==> config.mk <==
export PLATFORM = sky130hd
export DESIGN_NAME = seg_scan_ctrl_flat
export DESIGN_NICKNAME = d
export VERILOG_FILES = /design/src/rtl/seg_scan_ctrl_if.sv /design/src/rtl/seg_scan_ctrl.sv /design/src/flat_wrapper.sv
export SDC_FILE = /design/constraint.sdc
export NUM_CORES = 1
export LEC_CHECK = 0
export ABC_AREA = 1
export ABC_CLOCK_PERIOD_IN_PS = 7300
export CAP_MARGIN = 30
export CORE_MARGIN = 2
export CORE_UTILIZATION = 30
export DETAILED_ROUTE_END_ITERATION = 16
export GPL_TIMING_DRIVEN = 0
export SLEW_MARGIN = 20
export SYNTH_ARGS = -nofsm -noshare
export SYNTH_HDL_FRONTEND = slang
export SYNTH_SLANG_ARGS = --single-unit
==> constraint.sdc <==
create_clock -name clk -period 7.3 [get_ports clk]
set_clock_uncertainty 0.15 [all_clocks]
set_input_delay 1.825 -clock clk [delete_from_list [all_inputs] [get_ports clk]]
set_output_delay 1.825 -clock clk [all_outputs]
set_load 0.005 [all_outputs]
==> src/rtl/seg_scan_ctrl_if.sv <==
// Host-side bundle for the seven-segment scan controller: load strobe/data in, pin drive out.
// Latency: n/a (wiring only).
// Backpressure: none; load is a fire-and-forget strobe, outputs are free-running.
interface seg_scan_ctrl_if #(
  parameter int NUM_DIGITS = 4
);
  logic                    enable;
  logic                    load;
  logic [4*NUM_DIGITS-1:0] load_data;
  logic [NUM_DIGITS-1:0]   load_dp;
  logic [6:0]              seg;
  logic                    dp;
  logic [NUM_DIGITS-1:0]   an;
  logic                    frame_done;

  // Host side: drives control and digit data, observes the pins.
  modport master (
    output enable, load, load_data, load_dp,
    input  seg, dp, an, frame_done
  );

  // Controller side.
  modport slave (
    input  enable, load, load_data, load_dp,
    output seg, dp, an, frame_done
  );
endinterface

==> src/rtl/seg_scan_ctrl.sv <==
// Time-multiplexed common-anode 7-seg scanner with double-buffered BCD digits.
// Latency: outputs registered; a load becomes visible in the frame after the next commit.
// Backpressure: none; loads always accepted, last load before a commit wins.
module seg_scan_ctrl #(
  parameter int NUM_DIGITS   = 4,
  parameter int REFRESH_DIV  = 50000,
  parameter int BLANK_CYCLES = 500
) (
  input logic           clk,
  input logic           rst,
  seg_scan_ctrl_if.slave bus
);

  localparam int CW = (REFRESH_DIV > 1) ? $clog2(REFRESH_DIV) : 1;
  localparam int DW = $clog2(NUM_DIGITS);

  localparam logic [6:0] SEG_DARK = 7'b1111111;

  typedef enum logic [1:0] {
    IDLE  = 2'd0,
    BLANK = 2'd1,
    SHOW  = 2'd2
  } state_t;

  state_t                  state;
  logic [DW-1:0]           digit;
  logic [CW-1:0]           cnt;
  logic [4*NUM_DIGITS-1:0] pend_data;
  logic [NUM_DIGITS-1:0]   pend_dp;
  logic                    pend_valid;
  logic [4*NUM_DIGITS-1:0] disp_data;
  logic [NUM_DIGITS-1:0]   disp_dp;
  logic [6:0]              seg_q;
  logic                    dp_q;
  logic [NUM_DIGITS-1:0]   an_q;
  logic                    frame_done_q;

  logic blank_last;
  logic slot_last;
  logic last_digit;
  logic commit;

  // Active-low segment patterns; anything outside 0..9 is left unlit.
  function automatic logic [6:0] decode(input logic [3:0] nib);
    logic [6:0] s;
    case (nib)
      4'd0:    s = 7'b0000001;
      4'd1:    s = 7'b1001111;
      4'd2:    s = 7'b0010010;
      4'd3:    s = 7'b0000110;
      4'd4:    s = 7'b1001100;
      4'd5:    s = 7'b0100100;
      4'd6:    s = 7'b0100000;
      4'd7:    s = 7'b0001111;
      4'd8:    s = 7'b0000000;
      4'd9:    s = 7'b0001100;
      default: s = SEG_DARK;
    endcase
    return s;
  endfunction

  assign blank_last = (cnt == CW'(BLANK_CYCLES - 1));
  assign slot_last  = (cnt == CW'(REFRESH_DIV - 1));
  assign last_digit = (digit == DW'(NUM_DIGITS - 1));

  // Buffers swap at frame start (leaving IDLE) and when the last slot of a frame ends.
  assign commit = bus.enable &&
                  ((state == IDLE) || ((state == SHOW) && slot_last && last_digit));

  // Scan FSM: walks blank/show slots per digit and registers the pin drive.
  always_ff @(posedge clk or posedge rst) begin
    if (rst) begin
      state        <= IDLE;
      digit        <= '0;
      cnt          <= '0;
      seg_q        <= SEG_DARK;
      dp_q         <= 1'b1;
      an_q         <= '1;
      frame_done_q <= 1'b0;
    end else begin
      frame_done_q <= 1'b0;
      if (!bus.enable) begin
        state <= IDLE;
        digit <= '0;
        cnt   <= '0;
        seg_q <= SEG_DARK;
        dp_q  <= 1'b1;
        an_q  <= '1;
      end else begin
        case (state)
          IDLE: begin
            state <= BLANK;
            digit <= '0;
            cnt   <= '0;
            seg_q <= SEG_DARK;
            dp_q  <= 1'b1;
            an_q  <= '1;
          end
          BLANK: begin
            cnt <= cnt + CW'(1);
            if (blank_last) begin
              state <= SHOW;
              seg_q <= decode(disp_data[{digit, 2'b00} +: 4]);
              dp_q  <= ~disp_dp[digit];
              an_q  <= ~(NUM_DIGITS'(1) << digit);
            end
          end
          SHOW: begin
            if (slot_last) begin
              state <= BLANK;
              cnt   <= '0;
              seg_q <= SEG_DARK;
              dp_q  <= 1'b1;
              an_q  <= '1;
              if (last_digit) begin
                digit        <= '0;
                frame_done_q <= 1'b1;
              end else begin
                digit <= digit + DW'(1);
              end
            end else begin
              cnt <= cnt + CW'(1);
            end
          end
          default: begin
            state <= IDLE;
            digit <= '0;
            cnt   <= '0;
            seg_q <= SEG_DARK;
            dp_q  <= 1'b1;
            an_q  <= '1;
          end
        endcase
      end
    end
  end

  // Pending/display double buffer; a load landing on a commit bypasses straight to display.
  always_ff @(posedge clk or posedge rst) begin
    if (rst) begin
      pend_data  <= '0;
      pend_dp    <= '0;
      pend_valid <= 1'b0;
      disp_data  <= '0;
      disp_dp    <= '0;
    end else if (commit) begin
      pend_valid <= 1'b0;
      if (bus.load) begin
        pend_data <= bus.load_data;
        pend_dp   <= bus.load_dp;
        disp_data <= bus.load_data;
        disp_dp   <= bus.load_dp;
      end else if (pend_valid) begin
        disp_data <= pend_data;
        disp_dp   <= pend_dp;
      end
    end else if (bus.load) begin
      pend_data  <= bus.load_data;
      pend_dp    <= bus.load_dp;
      pend_valid <= 1'b1;
    end
  end

  assign bus.seg        = seg_q;
  assign bus.dp         = dp_q;
  assign bus.an         = an_q;
  assign bus.frame_done = frame_done_q;

endmodule

==> src/flat_wrapper.sv <==
// flat-port wrapper written by rule: the top's interface ports become plain ports
module seg_scan_ctrl_flat 
#(
  parameter int NUM_DIGITS   = 4,
  parameter int REFRESH_DIV  = 50000,
  parameter int BLANK_CYCLES = 500
)
  (clk, rst, bus_enable, bus_load, bus_load_data, bus_load_dp, bus_seg, bus_dp, bus_an, bus_frame_done);
  seg_scan_ctrl_if #(.NUM_DIGITS(NUM_DIGITS)) bus_i ();
  input logic clk;
  input logic rst;
  input wire logic [$bits(bus_i.enable)-1:0] bus_enable;
  input wire logic [$bits(bus_i.load)-1:0] bus_load;
  input wire logic [$bits(bus_i.load_data)-1:0] bus_load_data;
  input wire logic [$bits(bus_i.load_dp)-1:0] bus_load_dp;
  output wire logic [$bits(bus_i.seg)-1:0] bus_seg;
  output wire logic [$bits(bus_i.dp)-1:0] bus_dp;
  output wire logic [$bits(bus_i.an)-1:0] bus_an;
  output wire logic [$bits(bus_i.frame_done)-1:0] bus_frame_done;
  assign bus_i.enable = bus_enable;
  assign bus_i.load = bus_load;
  assign bus_i.load_data = bus_load_data;
  assign bus_i.load_dp = bus_load_dp;
  assign bus_seg = bus_i.seg;
  assign bus_dp = bus_i.dp;
  assign bus_an = bus_i.an;
  assign bus_frame_done = bus_i.frame_done;
  seg_scan_ctrl #(.NUM_DIGITS(NUM_DIGITS), .REFRESH_DIV(REFRESH_DIV), .BLANK_CYCLES(BLANK_CYCLES)) u_core (.clk(clk), .rst(rst), .bus(bus_i));
endmodule
==> out/qor.yml <==
setup_path:
  crit_slowest_cell: "dfstp_2"
  crit_path_max_incr_delay_ns: 0.54
  arrival_ns: 1.37
  startpoint_type: "flip-flop"
  critPathTopFamily: "flip-flops"
  critPathCaptureType: "output port"
  path_cells: "clkdlybuf4s50_1"
  critPathBufInv: 1
  path_class: "reg -> out"
  cp.required_ns: 5.33
  worstPathMaxFanout: 2
timing:
  max-slew-margin-rel: 0.679
  fmax_mhz: 299
  finalWorstPathRequiredPeriod_ns: 3.35
  hold_viol_final: 0
  slew_viol_final: 0
  fin_tns_setup_ns: 0
  worst_pin_slew_ns: 0.481
  fin_ws_ns: 3.95
  finalSetupViolCount: 0
  rsz0062_at_grt: "no"
  min_period_over_period: 0.458
global_routing:
  antenna_found_initial: 0
  grt_pass1_wl_mm: 14.0
  grt_pass1_vias: 3029
  track_usage: 0.131
  overflow: 0
  grt_max_degree: 39
floorplanning:
  rows: 41
  dieArea_um2: 13600
  die_width_um: 117
  die_height_um: 117
  io-pin-count: 37
  start_util: 0.304
  core_um2: 12500
clocking:
  postCtsSetupBuffers: 0
  cts_made_buffers: 9
  h-tree-depth: 3
  cts_sinks: 74
  cts_tree: "yes"
  cts_max_path_buffers: 2
  cts.repair.resized: 0
  hold_buffers: 0
  cts.clk_slew.worst_paths_ns: 0.06
  cts_root_buffer: "clkbuf_16"
  insertion_delay_ns: 0.34
cells_and_area:
  area_delta_synth_final_pct: 24.3
  diodes: 0
  fin_area_um2: 4730
  drive_gt1_frac: 0.133
  layout.nets: 553
  nFillCells: 1332
  final_cells: 691
power:
  ir_worst_vdd_v: 0.000129
  p_seq_frac: 0.371
  switchingPower_w: 0.000517
  p_sw_frac: 0.335
  p_clk_frac: 0.313
  cellLeakagePower_nw: 2.26
  p_int_w: 0.00103
  p_per_area_nw_per_um2: 326
  p_comb_frac: 0.317
synthesis:
  ys_ff_latch: 74
  yosys_warnings: 0
  synth.top_cell.area_share: 0.408
  postSynthCellCount: 466
  synth_nets: 505
  synth_flop_cell: "dfrtp_1"
  synth_enable_flop_cells: 0
  netlist_area_um2: 3800
  async_flop_share: 1.00
  synth_top_cell_by_area: "dfrtp_1"
  synth.avg_cell_area_um2: 8.17
  ys_seq_area_frac: 0.491
  yosys.cell_types.count: 31
  synth_area_leaders: "dfrtp_1 (41%), nand2_1 (19%), dfstp_2 (8.3%)"
drt:
  vias: 2914
  final_antenna_net_count: 0
  wl_per_cell_um: 11.2
  drt_iter0_drc: 138
  routed_wl_mm: 7.71
  drc: 0
  vias_per_cell: 4.22
  dr.pass1.iters: 4
place:
  dpl.hpwl_mm: 5.76
  placed_area_um2: 4400
  place.gp.congestion: 0.797
  port_buffers: 36
  placed_cells: 675
  post-place-ws_ns: 3.79
outcome:
  outcome: "completed"
hold_path:
  hold_path.class: "reg -> reg"
flow_run:
  maxCapViolCount: 0
==> cell type report <==
type	count	area (um^2)	share of cell area
well taps	172	215	0.0455
inverters	35	134	0.0283
repair buffers	37	380	0.0804
flip-flops and latches	74	1870	0.395
clock buffers	9	225	0.0476
clock inverters	7	103	0.0217
multi-input cells	342	1690	0.357
plain buffers	15	116	0.0246
==> registers in the layout, indices dropped and copies added (netlist names), 2 cells and up <==
name and cells:
u_core.state 2, u_core.disp_dp 4, u_core.cnt 16, u_core.pend_dp 4, u_core.bus.seg 7, u_core.pend_data 16
u_core.digit 2, u_core.bus.an 4, u_core.disp_data 16
==> power by group through the flow <==
| stage | Combinational (W) | Clock (W) | Sequential, W |
|---|---|---|---|
| 2_1_floorplan | 0.000350 | 0 | 0.000568 |
| 3_3_place_gp | 0.000477 | 0 | 0.000578 |
| 3_5_place_dp | 0.000492 | 0 | 0.000581 |
| 4_1_cts | 0.000496 | 0.000493 | 0.000574 |
| 5_1_grt | 0.000561 | 0.000517 | 0.000586 |
| 6_report | 0.000489 | 0.000483 | 0.000572 |
==> path summary, 6_finish.rpt <==
kind | startpoint | cells past startpoint | end | slack (ns)
min | u_core.cnt[0] | 1 | u_core.cnt[0] | 0.31
max in group asynchronous | rst | 3 | u_core.pend_data[12] | 4.70
min in group asynchronous | rst | 2 | u_core.cnt[0] | 1.72
max | u_core.bus.dp | 1 | bus_dp | 3.95
min reg2reg | u_core.cnt[0] | 1 | u_core.cnt[0] | 0.31
max reg2reg | u_core.digit[1] | 10 | u_core.bus.seg[1] | 5.29
==> layout by cell type, fill, tap and decap left out, drive strengths merged <==
cell           netlist  routed
buf                 11      12
o21ai               15      15
o21bai               1       1
a21oi                6       6
dfstp               12      12
xnor2                1       1
inv                 35      36
dfrtp               62      62
nand3b               2       2
clkbuf               4      13
nand4                1       1
ha                  15      15
nor3b                1       1
nor3                 5       5
clkinv               0       3
nor2                38      38
clkinvlp             0       1
clkdlybuf4s50        0      36
nand3               47      47
nand2              204     204
xor2                 6       6
bufinv               0       2
==> cells in the mapped netlist, types with 3 or more instances <==
library cell / instances
xor2_1: 6
nand2_1: 195
nand3_1: 43
nand2_2: 7
a21oi_1: 5
o21ai_0: 7
ha_1: 15
nor2_1: 36
buf_2: 3
dfstp_2: 12
buf_6: 7
dfrtp_1: 62
inv_1: 33
clkbuf_1: 4
o21ai_2: 7
==> kinds of logic after synthesis <==
kind of cell | share of synthesized area
buffers and inverters | 0.0651
and+or+nand+nor | 0.339
DFF | 0.491
adders and majority gates | 0.0493
xor gates and xnor gates | 0.0161
AOI/OAI and AO/OA | 0.0395
==> through the flow <==
stage / power, W / hold WS (ns) / utilization
2_1_floorplan: 0.000918 / 0.280 / -
3_3_place_gp: 0.00106 / 0.296 / 0.350
3_5_place_dp: 0.00107 / 0.307 / 0.352
4_1_cts: 0.00156 / 0.315 / 0.378
5_1_grt: 0.00166 / 0.331 / 0.378
6_report: 0.00154 / 0.315 / 0.378
==> per-layer routing <==
layer,routed length [um],global-route usage,vias up
met3,301,0.0368,7
met2,3490,0.210,46
met5,0,0,-
li1,-,-,1550
met4,77,0.0392,0
met1,3840,0.173,1311
No activity file was read; power rests on OpenSTA's default activity.
